==> src/rtl/config.sv <==
// Project-wide build configuration: default operand width for the Booth multiplier.
`ifndef N_BIT
`define N_BIT 8
`endif

==> src/rtl/booth_pkg.sv <==
// Shared types and constants for the Booth multiplier controller.
package booth_pkg;

  // Controller states; LOAD through SHIFT are the busy window.
  typedef enum logic [2:0] {
    IDLE  = 3'd0,
    LOAD  = 3'd1,
    EVAL  = 3'd2,
    SHIFT = 3'd3,
    FIN   = 3'd4
  } booth_state_t;

  // Decode of the multiplier pair {Q0, Q-1}; 00 and 11 need no arithmetic.
  localparam logic [1:0] QP_ADD = 2'b01;
  localparam logic [1:0] QP_SUB = 2'b10;

  // Width needed to hold an iteration count of n.
  function automatic int cnt_width(input int n);
    return $clog2(n + 1);
  endfunction

endpackage

==> src/rtl/booth_cnt.sv <==
// Iteration counter: loads the operand width, counts down once per shift.
module booth_cnt
  import booth_pkg::*;
#(
  parameter int N_BIT = 8,
  parameter int CNT_W = cnt_width(N_BIT)
) (
  input  logic             Clock,
  input  logic             nReset,
  input  logic             i_load,
  input  logic             i_dec,
  output logic [CNT_W-1:0] o_count,
  output logic             o_zero,
  output logic             o_last
);

  logic [CNT_W-1:0] r_count;

  // Load takes priority; decrement saturates at zero so a stray strobe cannot wrap.
  always_ff @(posedge Clock or negedge nReset) begin
    if (!nReset) begin
      r_count <= '0;
    end else if (i_load) begin
      r_count <= CNT_W'(N_BIT);
    end else if (i_dec && (r_count != '0)) begin
      r_count <= r_count - CNT_W'(1);
    end
  end

  assign o_count = r_count;
  assign o_zero  = (r_count == '0);
  // The count reaches zero after this decrement: the current shift is the final one.
  assign o_last  = (r_count == CNT_W'(1));

endmodule

==> src/rtl/booth_ctrl.sv <==
// Booth radix-2 multiplier controller: sequences LOAD, N_BIT x (EVAL, SHIFT), FIN.
`ifndef N_BIT
`define N_BIT 8
`endif

module booth_ctrl
  import booth_pkg::*;
#(
  parameter int N_BIT = `N_BIT
) (
  input  logic       Clock,
  input  logic       nReset,
  input  logic       Start,
  input  logic [2:0] Q_out,
  output logic       Request,
  output logic       Done,
  output logic       add_s,
  output logic       sub_s,
  output logic       ashift_s,
  output logic       Busy,
  output logic       Valid
);

  localparam int CNT_W = cnt_width(N_BIT);

  booth_state_t     r_state;
  booth_state_t     w_next;
  logic             r_request;
  logic             r_done;
  logic             r_busy;
  logic             r_valid;
  logic             r_ashift;
  logic [CNT_W-1:0] w_count;
  logic             w_zero;
  logic             w_last;
  logic             w_unused_q2;

  // Q_out[2] is a datapath bit that carries no meaning for the decode.
  assign w_unused_q2 = Q_out[2] ^ w_zero ^ (^w_count);

  booth_cnt #(
    .N_BIT (N_BIT),
    .CNT_W (CNT_W)
  ) u_cnt (
    .Clock   (Clock),
    .nReset  (nReset),
    .i_load  (r_state == LOAD),
    .i_dec   (r_state == SHIFT),
    .o_count (w_count),
    .o_zero  (w_zero),
    .o_last  (w_last)
  );

  // Next-state logic; Start is only looked at in IDLE, so requests while busy are dropped.
  always_comb begin
    w_next = r_state;
    unique case (r_state)
      IDLE:    w_next = Start ? LOAD : IDLE;
      LOAD:    w_next = EVAL;
      EVAL:    w_next = SHIFT;
      SHIFT:   w_next = w_last ? FIN : EVAL;
      FIN:     w_next = IDLE;
      default: w_next = IDLE;
    endcase
  end

  // State register with Moore outputs registered from the next state.
  always_ff @(posedge Clock or negedge nReset) begin
    if (!nReset) begin
      r_state   <= IDLE;
      r_request <= 1'b0;
      r_done    <= 1'b1;
      r_busy    <= 1'b0;
      r_valid   <= 1'b0;
      r_ashift  <= 1'b0;
    end else begin
      r_state   <= w_next;
      r_request <= (w_next == LOAD) || (w_next == EVAL) || (w_next == SHIFT);
      r_done    <= (w_next == IDLE) || (w_next == LOAD) || (w_next == FIN);
      r_busy    <= (w_next == LOAD) || (w_next == EVAL) || (w_next == SHIFT);
      r_valid   <= (w_next == FIN);
      r_ashift  <= (w_next == SHIFT);
    end
  end

  // Add/subtract follow the live multiplier pair during EVAL; the two codes are exclusive.
  assign add_s    = (r_state == EVAL) && (Q_out[1:0] == QP_ADD);
  assign sub_s    = (r_state == EVAL) && (Q_out[1:0] == QP_SUB);

  assign Request  = r_request;
  assign Done     = r_done;
  assign Busy     = r_busy;
  assign Valid    = r_valid;
  assign ashift_s = r_ashift;

endmodule

==> config.mk <==
export PLATFORM = sky130hd
export DESIGN_NAME = booth_ctrl
export DESIGN_NICKNAME = d
export VERILOG_FILES = /design/src/rtl/config.sv /design/src/rtl/booth_pkg.sv /design/src/rtl/booth_cnt.sv /design/src/rtl/booth_ctrl.sv
export SDC_FILE = /design/constraint.sdc
export NUM_CORES = 1
export LEC_CHECK = 0
export CAP_MARGIN = 0
export CORE_AREA = 2 2 39 41
export DETAILED_ROUTE_END_ITERATION = 8
export DIE_AREA = 0 0 41 43
export PLACE_DENSITY = 0.68
export SKIP_LAST_GASP = 1
export SLEW_MARGIN = 20
export SYNTH_ARGS = -nofsm -noshare
export SYNTH_HDL_FRONTEND = slang
export SYNTH_SLANG_ARGS = --single-unit
export TNS_END_PERCENT = 30
==> constraint.sdc <==
create_clock -name Clock -period 1.4 [get_ports Clock]
set_clock_uncertainty 0.1 [all_clocks]
set_input_delay 0.42 -clock Clock [delete_from_list [all_inputs] [get_ports Clock]]
set_output_delay 0.42 -clock Clock [all_outputs]
set_load 0.02 [all_outputs]
### After elaboration in Yosys (flattened, before gate mapping)

Cells that the tools add are included.

| storage, ports and cells | value |
|---|---|
| bits of input ports | 6 |
| register bits after elaboration | 11 |
| word-level logic and storage cells | 33 |
| output and inout port bits | 7 |

| cells by class | value |
|---|---|
| reduce and logical (&&, ||, !) cells | 11 |
| multiplexer cells | 5 |
| eq/ne operators | 10 |
| $add $sub $neg | 1 |

Operators with widths:

| cell | number |
|---|---|
| == test 3 x 2 -> 1 bit, second input constant | 4 |
| one-hot mux 3 bit (4 select lines) | 1 |
| 2-to-1 mux 4 bit | 2 |
| == test 3 x 1 -> 1 bit, second input constant | 2 |
| zero test 3 bit | 2 |
| == test 4 x 1 -> 1 bit, second input constant | 1 |
| logical OR 1 bit | 4 |
| nonzero test 4 bit | 1 |
| subtractor 4 x 1 -> 4 bit, second input constant | 1 |
| == test 3 bit, second input constant | 1 |
| logical AND 1 bit | 3 |
| 2-to-1 mux 3 bit | 1 |
| == test 2 x 1 -> 1 bit, second input constant | 1 |
| == test 2 bit, second input constant | 1 |
| nonzero test 2 bit | 1 |
| 2-to-1 mux 1 bit | 1 |

### Longest topological paths before layout

Gate-level depths: netlist of run 1.

| logic depth | value |
|---|---|
| word-level depth | 6 |
| depth in mapped cells | 5 |

### Cells and area by module

From an unflattened synthesis of run 1, not the netlist that was laid out.

| unflattened totals | value |
|---|---|
| cell total of the unflattened synthesis | 49 |
| area, all modules | 564.3 um^2 |

Modules (own cells, without submodules):

| module | times used | area an instance (um^2) | cells an instance | sequential area each (um^2) |
|---|---|---|---|---|
| booth_ctrl | 1 | 320.3 | 24 | 176.4 |
| booth_cnt | 1 | 244.0 | 25 | 100.1 |

### Worst setup path before layout of run 1

Ideal clock, no wire load.

| path | value |
|---|---|
| path type | reg2out |
| from | reg r_state[0] |
| to | out add_s |
| required time | 880 ps |
| arrival time | 1,136 ps |
| stages on the path, launching flop included | 4 |
| setup slack | -256 ps |
| path through | dfrtp_1 nor2_1 nand2_1 nor3b_1 |

| on the way | value |
|---|---|
| longest elaborated chain between the ends | 2 |

Ends and longest elaborated chain:

| element | RTL line | RTL |
|---|---|---|
| start: declaration | booth_ctrl.sv:26 | `booth_state_t r_state;` |
| start signal: assignment | booth_ctrl.sv:77 | `r_state <= w_next;` |
| == test 3 x 2 -> 1 bit | booth_ctrl.sv:87 | `assign add_s = (r_state == EVAL) && (Q_out[1:0] == QP_ADD);` |
| logical AND 1 bit | booth_ctrl.sv:87 |  |
| end: declaration | booth_ctrl.sv:17 | `output logic add_s,` |

Every way passes these cells.

### Worst setup path in the final report of run 1

| path | value |
|---|---|
| from | reg r_state[0] |
| to | out sub_s |

| on the way | value |
|---|---|
| longest elaborated chain between the ends | 2 |

Ends and longest elaborated chain:

| element | RTL line | RTL |
|---|---|---|
| == test 3 x 2 -> 1 bit | booth_ctrl.sv:88 | `assign sub_s = (r_state == EVAL) && (Q_out[1:0] == QP_SUB);` |
| logical AND 1 bit | booth_ctrl.sv:88 |  |
| end: declaration | booth_ctrl.sv:18 | `output logic sub_s,` |

Every way passes these cells.

==> results of run 1 <==
[final cells by class]
class	count	area [um2]	area share
tap	16	20.02	0.02597
inverter	4	15.01	0.01948
sequential	11	276.5	0.3588
timing repair buffer	21	188.9	0.2451
multi-input combinational	30	244.0	0.3166
clock buffer	4	26.28	0.03409
[flip-flops by register name, indices dropped and copies added (netlist names)]
name and count:
Done 1, Valid 1, Busy 1, u_cnt.o_count 4
r_state 3, ashift_s 1
[timing repair]
action | CTS | global route
gates resized for setup | 20 | 2
endpoints found under the hold margin | 0 | 0
setup buffers | 0 | 1
cloned | 0 | 0
setup endpoints to repair | 11 | 11
pin swaps | 1 | 1
[worst min-delay path by stage]
stage,start,end
6_report,nReset,u_cnt.o_count[1]$_DFFE_PN0P_
5_1_grt,nReset,r_state[2]$_DFF_PN0_
4_1_cts,nReset,u_cnt.o_count[1]$_DFFE_PN0P_
3_5_place_dp,r_state[1]$_DFF_PN0_,ashift_s$_DFF_PN0_
3_3_place_gp,r_state[1]$_DFF_PN0_,ashift_s$_DFF_PN0_
2_1_floorplan,nReset,Busy$_DFF_PN0_
[cell families after synthesis]
| family | share of synthesized area |
|---|---|
| buffers and inverters | 0.04369 |
| DFF | 0.5364 |
| and+or+nand+nor | 0.2184 |
| AOI/OAI and AO/OA | 0.07040 |
| muxes | 0.05825 |
| adders and majority gates | 0.07282 |
[synth_stat cells]
library cell | count | area (um2)
nor3b_1 | 2 | 15.01
ha_1 | 3 | 37.54
buf_4 | 1 | 7.510
dfstp_2 | 1 | 26.28
o21ai_0 | 1 | 5.000
or3b_2 | 1 | 8.760
nor2_1 | 3 | 11.26
a41o_1 | 1 | 10.01
o21bai_1 | 1 | 7.510
dfrtp_1 | 10 | 250.2
and3b_1 | 1 | 8.760
nand3_1 | 1 | 5.000
nand2_1 | 4 | 15.01
a31oi_1 | 1 | 6.260
inv_1 | 4 | 15.01
and3_1 | 3 | 18.77
or3b_4 | 1 | 11.26
mux2i_1 | 3 | 30.03
and2_4 | 1 | 8.760
nor3_1 | 2 | 10.01
o31ai_1 | 1 | 7.510
[worst max-delay path: stages (launching register included)]
cell     delay, ns
dfrtp_1       0.39
nor2_2        0.12
nand2_2       0.10
nor3b_4       0.19
buf_6         0.14
[power groups by stage]
stage | registers (mW) | logic (mW) | clock network, mW
after floorplan | 0.631 | 0.478 | 0
after global placement | 0.533 | 0.939 | 0
after global routing | 0.555 | 1.11 | 0.234
after detailed placement | 0.537 | 0.964 | 0
final | 0.537 | 1.00 | 0.214
after CTS | 0.535 | 0.972 | 0.223
[stage by stage]
stage | total power, mW | instance area, um2 | hold slack (ns) | worst slack (ns)
global route | 1.894 | 770.7 | 0.3690 | -0.3958
CTS | 1.731 | 758.2 | 0.3473 | -0.3531
global placement | 1.472 | 730.7 | 0.4301 | -0.8613
floorplan | 1.109 | 540.5 | 0.02441 | -0.04859
detailed placement | 1.502 | 730.7 | 0.4393 | -0.8707
finish | 1.752 | 770.7 | 0.3461 | -0.3221
[routing by layer]
metal / share of wire / vias up / GRT usage / wire, um
met2: 0.47 / 12 / 0.2125 / 445
li1: - / 207 / - / -
met3: 0.043 / 4 / 0.03141 / 41
met1: 0.47 / 200 / 0.1839 / 444
met5: 0 / - / 0 / 0
met4: 0.017 / 0 / 0.1000 / 16
==> key figures, run 1 <==
Synthesis
  – Post-synthesis cell area: 515.5 um2
  – Syn avg cell area: 11.21 um2
  – Yosys cell types: 21
  – Synth warn: 0
  – Syn nets: 55
  – #FFs+latches synth: 11
  – Synth Instances: 46
  – Sequential element share of the synthesized area: 0.5364

Placement
  – Hpwl dp: 720.4 um
  – # port buffers: 11
  – Placed cells: slightly above 80
  – Placer's final routability congestion estimate: roughly 0.74

Die
  – Cell Rows: 14
  – Starting Density: 0.3725
  – Die X: approximately 41 um
  – Die height: 43 um
  – Num ports: 13
  – Core Area: 1384 um2
  – Die Area: between 1500 and 2000 um2

Critical path
  – Worst R2R End: u_cnt.o_count[0]$_DFFE_PN0P_
  – Critical path origin: r_state[0]$_DFF_PN0_
  – CP required: about 0.88 ns
  – R2r setup slk: -0.05 ns
  – Reg2reg path depth: 5
  – Setup crit end kind: output port
  – Critical Path AT: around 1.2 ns
  – End point of the critical path: sub_s
  – Critical path fanouts, max: 3
  – Crit path kind: register to output port
  – Crit path launch type: register
  – FF-to-FF Start: u_cnt.o_count[0]$_DFFE_PN0P_

Timing
  – RSZ-0062 raised after global routing: true
  – Fin. max-slew vios: 0
  – # setup viols final: 10
  – Final hold vios: 0
  – Setup WS post-layout: -0.3221 ns
  – Final setup TNS: -1.725 ns
  – Crit path time final: about 1.7 ns
  – Slew headroom: 0.8484
  – Fmax: roughly 580 MHz
  – Period utilisation layout: 1.230
  – Measured slew at the worst slew-check pin: about 0.23 ns

Power
  – P_int: roughly 1.1 mW
  – Switching share of power: 0.3710
  – Sequential power share: 0.307
  – Logic gate share of total power: 0.571
  – Maximum vdd drop: ~970 uV
  – Sw power: between 0.6 and 0.7 mW
  – Clk pwr share: 0.122
  – P_leak: ~0.39 nW
  – PwrDens: ~2300 nW/um2

Run
  – MaxCap Viol Count: 0

Detailed routing
  – Post-route ant nets: 0
  – Via density: between 4 and 5
  – Routed WL per cell: about 11 um
  – First-pass DRT Iterations: 4
  – Detailed-route wire length: approximately 950 um
  – DR iter-0 viols: 10
  – Residual DRC: 0
  – Routed via count: between 400 and 500

Global route
  – Initial antenna violation count: 0
  – First-pass GRT wire length: around 1.7 mm
  – Pin count of the biggest net entering global routing: 12
  – GR Overflow Total: 0
  – All-Layer GR Usage: 0.1463
  – Vias in the first global route: approximately 430

Cells and area
  – Final std cells w/o fill: between 80 and 90
  – Area grow syn2layout: 49.51%
  – # nets final: 80
  – Commonest non-fill, non-tap cells in the layout: dfrtp_1 (10), buf_4 (10), clkdlybuf4s50_1 (5)
  – Fin util: 0.5570
  – # fillers: between 100 and 150
  – Antenna diodes: 0
  – Ratio of cells with drive above 1 in the final layout: 0.3429

Clocking
  – CTS root buffer: clkbuf_4
  – H-tree lvl count: 1
  – Sink Count: 11
  – Hold bufs inserted after CTS: 0
  – Worst skew pair latency: between 0.2 and 0.3 ns
  – CTS tree: done
  – TritonCTS Buffers: 3
  – Clock tree buffer depth: 2
  – Clock slew at reported path FFs: around 0.070 ns

Run status
  – Status: finished, violations left
  – Failing checks: setup timing

Min path
  – Hold Path Class: input port to asynchronous set/reset pin
Note: power is estimated with default switching activity, not from simulation.
==> inputs of run 2 (changes only) <==
--- a/config.mk
+++ b/config.mk
@@ -5,11 +5,13 @@
 export SDC_FILE = /design/constraint.sdc
 export NUM_CORES = 1
 export LEC_CHECK = 0
+export ABC_AREA = 1
 export CAP_MARGIN = 0
-export CORE_AREA = 2 2 39 41
+export CORE_MARGIN = 2
+export CORE_UTILIZATION = 41
+export CTS_CLUSTER_DIAMETER = 120
 export DETAILED_ROUTE_END_ITERATION = 8
-export DIE_AREA = 0 0 41 43
-export PLACE_DENSITY = 0.68
+export PLACE_DENSITY = 0.71
 export SKIP_LAST_GASP = 1
 export SLEW_MARGIN = 20
 export SYNTH_ARGS = -nofsm -noshare
==> key figures, run 2 <==
Min path
  – Hold Path Class: input port to asynchronous set/reset pin

Cells and area
  – Area grow syn2layout: 46.33%
  – Commonest non-fill, non-tap cell in the layout: buf_4
  – # fillers: 120
  – Max FFs per register: 4
  – Fin util: 0.6292
  – Antenna diodes: 0
  – # nets final: 96
  – Commonest non-fill, non-tap cells in the layout: buf_4 (11), dfrtp_1 (10), nand2_1 (9)
  – Ratio of cells with drive above 1 in the final layout: 0.3837

Synthesis
  – #FFs+latches synth: 11
  – Sequential element share of the synthesized area: 0.5069
  – Most common cell in the netlist: dfrtp_1
  – Synth cell count leaders: dfrtp_1 (10), nand2_1 (9), inv_1 (8), nand3_1 (7), nor2_1 (5)
  – Post-synth EDFFs: 0
  – Main synth FF type: dfrtp_1
  – Syn nets: 70
  – Synth warn: 0
  – Synth area leader: dfrtp_1
  – Post-synthesis cell area: ~550 um2
  – Async SR Flop Fraction: 1.000
  – Yosys cell types: 19
  – Area share of the leading cell type in the synthesized netlist: 0.4587
  – Synth Instances: 61
  – Top post-synthesis cells by area: dfrtp_1 (46%), ha_1 (6.9%), nand3_1 (6.4%)
  – Syn avg cell area: 8.943 um2

Detailed routing
  – DR iter-0 viols: 5
  – First-pass DRT Iterations: 4
  – Post-route ant nets: 0
  – Detailed-route wire length: ~1.0 mm
  – Routed WL per cell: roughly 9.9 um
  – Via density: 4.604
  – Residual DRC: 0
  – Routed via count: ~470

Run
  – MaxCap Viol Count: 0

Placement
  – Placer's final routability congestion estimate: a little over 0.7
  – Hpwl dp: 788.1 um
  – # port buffers: 11

Critical path
  – Critical path fanouts, max: 3
  – Setup crit end kind: output port
  – Critical Path AT: about 1.1 ns
  – Crit path kind: register to output port
  – Crit path launch type: register
  – CP required: just under 0.9 ns

Die
  – Core Area: approximately 1300 um2
  – Die Area: around 1600 um2
  – Die X: approximately 40 um
  – Starting Density: 0.4300
  – Num ports: 13
  – Die height: between 40 and 50 um
  – Cell Rows: 13

Global route
  – First-pass GRT wire length: roughly 1.5 mm
  – GR Overflow Total: 0
  – Pin count of the biggest net entering global routing: 8
  – All-Layer GR Usage: 0.1447
  – Initial antenna violation count: 0
  – Vias in the first global route: around 370

Timing
  – # setup viols final: 7
  – Worst hold slack: 0.3081 ns
  – Crit path time final: approximately 1.6 ns
  – Fmax: 620.7 MHz
  – Setup WS post-layout: -0.2110 ns
  – Final hold vios: 0
  – Measured slew at the worst slew-check pin: roughly 0.32 ns
  – Slew headroom: 0.7842
  – Fin. max-slew vios: 0
  – RSZ-0062 raised after global routing: true
  – Period utilisation layout: 1.151

Power
  – Clk pwr share: 0.119
  – P_int: approximately 1.0 mW
  – P_leak: 0.4090 nW
  – Sw power: 0.7592 mW
  – Switching share of power: 0.4200
  – Logic gate share of total power: 0.586
  – Maximum vdd drop: 1224 uV
  – Sequential power share: 0.295
  – PwrDens: between 2000 and 2500 nW/um2

Clocking
  – TritonCTS Buffers: 3
  – CTS root buffer: clkbuf_4
  – Worst skew pair latency: ~0.27 ns
  – Hold bufs inserted after CTS: 0
  – Clock tree buffer depth: 2
  – CTS tree: done
  – H-tree lvl count: 1
  – Sink Count: 11
  – Clock slew at reported path FFs: 0.07 ns

Run status
  – Status: finished, violations left
  – Failing checks: setup timing
## run 2: changes by cell type in the layout (fill, tap and decap cells not counted), sizes merged, moves of 3 or more
cell | previous run | this run
dlygate4sd2 | 2 | 6
inv | 4 | 9
and3 | 3 | 0
clkdlybuf4s50 | 5 | 2
mux2i | 3 | 0
nand3 | 1 | 7
nor2 | 3 | 7
nand2 | 4 | 14
## run 2: worst paths after layout
| kind | depth (start not counted) | slack [ns] | endpoint | start |
|---|---|---|---|---|
| setup / recovery | 4 | -0.21 | sub_s | r_state[2]$_DFF_PN0_ |
| hold / removal | 1 | 0.31 | ashift_s$_DFF_PN0_ | nReset |
| setup reg to reg | 8 | 0.12 | u_cnt.o_count[3]$_DFFE_PN0P_ | r_state[0]$_DFF_PN0_ |
| hold reg to reg | 2 | 0.45 | u_cnt.o_count[1]$_DFFE_PN0P_ | u_cnt.o_count[1]$_DFFE_PN0P_ |
| max in group asynchronous | 2 | 0.50 | u_cnt.o_count[0]$_DFFE_PN0P_ | nReset |
| min in group Clock | 2 | 0.45 | u_cnt.o_count[1]$_DFFE_PN0P_ | u_cnt.o_count[1]$_DFFE_PN0P_ |
## run 2: final cells by class
class,instances,area [um2],share of cell area
flip-flops and latches,11,276.5,0.3464
multi-input cells,39,250.2,0.3135
repair buffers,22,188.9,0.2367
inverters,10,37.54,0.04702
clock buffers,4,26.28,0.03292
well taps,15,18.77,0.02351
## run 2: logic make-up after synthesis
family	after synthesis	share of synthesized area
simple gates	31	0.2775
compound gates	4	0.04816
flops	11	0.5069
fa+ha+maj	3	0.06881
buf+inv	11	0.08256
xor+xnor	1	0.01606
## run 2: power groups by stage
stage	combinational (mW)	sequential (mW)	clock, mW
global placement	0.980	0.533	0
global route	1.18	0.544	0.238
CTS	1.03	0.532	0.224
detailed placement	1.01	0.539	0
finish	1.06	0.533	0.215
floorplan	0.591	0.599	0
## run 2: per-stage QoR
stage          instances  instance area (um2)  setup slack [ns]  setup TNS, ns  total power [mW]
6_report             101                798.3           -0.2110        -0.6831             1.808
5_1_grt              101                798.3           -0.2643        -0.9054             1.962
3_3_place_gp          94                753.2           -0.8362         -1.940             1.512
4_1_cts              100                788.3           -0.2805         -1.036             1.790
2_1_floorplan         61                571.8          0.002583              0             1.189
3_5_place_dp          94                753.2           -0.8511         -1.998             1.553
## run 2: worst max-delay path: stages, from the launching register on
cell and delay, ns:
dfrtp_1 0.40, inv_2 0.08, nand3_4 0.08, nor3_4 0.12, buf_6 0.14
## run 2: per-layer routing
| metal | share of wire | GRT usage | up-vias |
|---|---|---|---|
| met1 | 0.45 | 0.1932 | 204 |
| met4 | 0.014 | 0.1250 | 0 |
| li1 | - | - | 247 |
| met5 | 0 | 0 | - |
| met3 | 0.043 | 0.03333 | 2 |
| met2 | 0.49 | 0.1905 | 12 |
## run 2: timing repair
action                     CTS  global route
setup endpoints to repair    7             7
buffers inserted             2             1
pin swaps                    3             1
resized for setup           21             5
==> inputs of run 3 (changes only) <==
--- a/config.mk
+++ b/config.mk
@@ -5,13 +5,12 @@
 export SDC_FILE = /design/constraint.sdc
 export NUM_CORES = 1
 export LEC_CHECK = 0
-export ABC_AREA = 1
-export CAP_MARGIN = 0
-export CORE_MARGIN = 2
-export CORE_UTILIZATION = 41
+export CAP_MARGIN = 20
+export CORE_AREA = 2 2 39 41
 export CTS_CLUSTER_DIAMETER = 120
 export DETAILED_ROUTE_END_ITERATION = 8
-export PLACE_DENSITY = 0.71
+export DIE_AREA = 0 0 41 43
+export PLACE_DENSITY = 0.78
 export SKIP_LAST_GASP = 1
 export SLEW_MARGIN = 20
 export SYNTH_ARGS = -nofsm -noshare
==> key figures, run 3 (synthesis results as in run 1) <==
Die
  – Die Area: 1763 um2
  – Die X: 41 um
  – Cell Rows: 14
  – Die height: between 40 and 50 um
  – Core Area: roughly 1400 um2
  – Starting Density: 0.3725
  – Num ports: 13

Cells and area
  – Antenna diodes: 0
  – Fin util: 0.5515
  – Area grow syn2layout: 48.06%
  – # nets final: 80
  – Commonest non-fill, non-tap cells in the layout: dfrtp_1 (10), buf_4 (10), clkdlybuf4s50_1 (5)
  – Max FFs per register: 4
  – Ratio of cells with drive above 1 in the final layout: 0.3571
  – # fillers: around 120

Power
  – Logic gate share of total power: 0.563
  – Switching share of power: 0.3815
  – PwrDens: roughly 2300 nW/um2
  – Maximum vdd drop: roughly 870 uV
  – P_leak: 0.3885 nW
  – Sw power: roughly 0.67 mW
  – Clk pwr share: 0.128
  – Sequential power share: 0.309
  – P_int: about 1.1 mW

Detailed routing
  – DR iter-0 viols: 3
  – Routed via count: 440
  – Via density: 5.116
  – Detailed-route wire length: approximately 1.1 mm
  – Routed WL per cell: between 10 and 15 um
  – Residual DRC: 0
  – First-pass DRT Iterations: 4
  – Post-route ant nets: 0

Timing
  – Final hold vios: 0
  – RSZ-0062 raised after global routing: true
  – # setup viols final: 10
  – Measured slew at the worst slew-check pin: roughly 0.21 ns
  – Setup WS post-layout: -0.4173 ns
  – Slew headroom: 0.8590
  – Crit path time final: 1.817 ns
  – Fmax: around 550 MHz
  – Period utilisation layout: 1.298
  – Fin. max-slew vios: 0

Placement
  – Placer's final routability congestion estimate: about 0.75
  – Hpwl dp: 802.2 um
  – Placement Setup Slack: -0.9487 ns
  – # port buffers: 11

Global route
  – Met2 Usage GRT: 0.2625
  – Pin count of the biggest net entering global routing: 12
  – All-Layer GR Usage: 0.1672
  – First-pass GRT wire length: roughly 1.8 mm
  – Gr busiest metal: met2
  – Routing usage on met3: 0.03141
  – Vias in the first global route: 421
  – Initial antenna violation count: 0
  – GR Overflow Total: 0
  – M1 GR Usage: 0.1689

Critical path
  – Critical path origin: r_state[0]$_DFF_PN0_
  – Crit path launch type: register
  – Worst R2R End: u_cnt.o_count[2]$_DFFE_PN0P_
  – Critical Path AT: ~1.3 ns
  – CP required: 0.88 ns
  – FF-to-FF Start: r_state[1]$_DFF_PN0_
  – Setup crit end kind: output port
  – Crit path kind: register to output port
  – Reg2reg path depth: 4
  – R2r setup slk: -0.05 ns
  – Critical path fanouts, max: 3

Clocking
  – CTS tree: done
  – H-tree lvl count: 1
  – Worst skew pair latency: approximately 0.27 ns
  – CTS root buffer: clkbuf_4
  – Clock tree buffer depth: 2
  – Sink Count: 11
  – TritonCTS Buffers: 3
  – Clock slew at reported path FFs: approximately 0.070 ns

Run status
  – Failing checks: setup timing
  – Status: finished, violations left

Min path
  – Hold Path Class: input port to asynchronous set/reset pin

Run
  – MaxCap Viol Count: 0
run 3: worst max-delay path by stage:
stage | end | slack [ns] | depth (start not counted)
2_1_floorplan | u_cnt.o_count[0]$_DFFE_PN0P_ | -0.05 | 5
3_3_place_gp | add_s | -0.86 | 3
3_5_place_dp | add_s | -0.95 | 3
4_1_cts | add_s | -0.42 | 4
5_1_grt | add_s | -0.47 | 4
6_report | add_s | -0.42 | 4
run 3: worst max-delay path, stage by stage (launching register included):
cell     delay [ns]
dfrtp_1        0.40
nor2_2         0.14
nand2_2        0.12
nor3b_4        0.22
buf_6          0.15
run 3: what timing repair did:
item / CTS / global route
hold buffers: 0 / 0
gates resized for setup: 21 / 2
setup buffers: 0 / 1
pin swaps: 0 / 0
endpoints found under the setup margin: 11 / 11
run 3: power by group through the flow:
stage                     Clock [mW]  Sequential (mW)  Combinational (mW)
final                          0.227            0.545               0.994
after global routing           0.255            0.557                1.11
after CTS                      0.233            0.542               0.985
after detailed placement           0            0.540               0.971
after global placement             0            0.534               0.930
after floorplan                    0            0.631               0.478
run 3: stage by stage:
| stage | std cells | TNS, ns | cell area (um2) | hold WS [ns] | power [mW] |
|---|---|---|---|---|---|
| after detailed placement | 81 | -2.296 | 730.7 | 0.4491 | 1.511 |
| after global routing | 86 | -2.668 | 763.2 | 0.3430 | 1.919 |
| after global placement | 81 | -2.058 | 730.7 | 0.4308 | 1.465 |
| final | 86 | -1.967 | 763.2 | 0.3302 | 1.765 |
| after CTS | 85 | -2.403 | 760.7 | 0.3250 | 1.760 |
| after floorplan | 46 | -0.2095 | 540.5 | 0.02441 | 1.109 |
run 3: area by class of cell:
class,instances,area (um2),share of cell area
inverters,4,15.01,0.01967
multi-input cells,30,244.0,0.3197
clock buffers,4,26.28,0.03443
flip-flops and latches,11,276.5,0.3623
well taps,16,20.02,0.02623
repair buffers,21,181.4,0.2377
run 3: layer usage:
metal | vias up | part of all wire | routed length (um)
li1 | 210 | - | -
met3 | 4 | 0.038 | 41
met4 | 0 | 0.024 | 26
met1 | 213 | 0.37 | 403
met2 | 13 | 0.56 | 607
met5 | - | 0 | 0
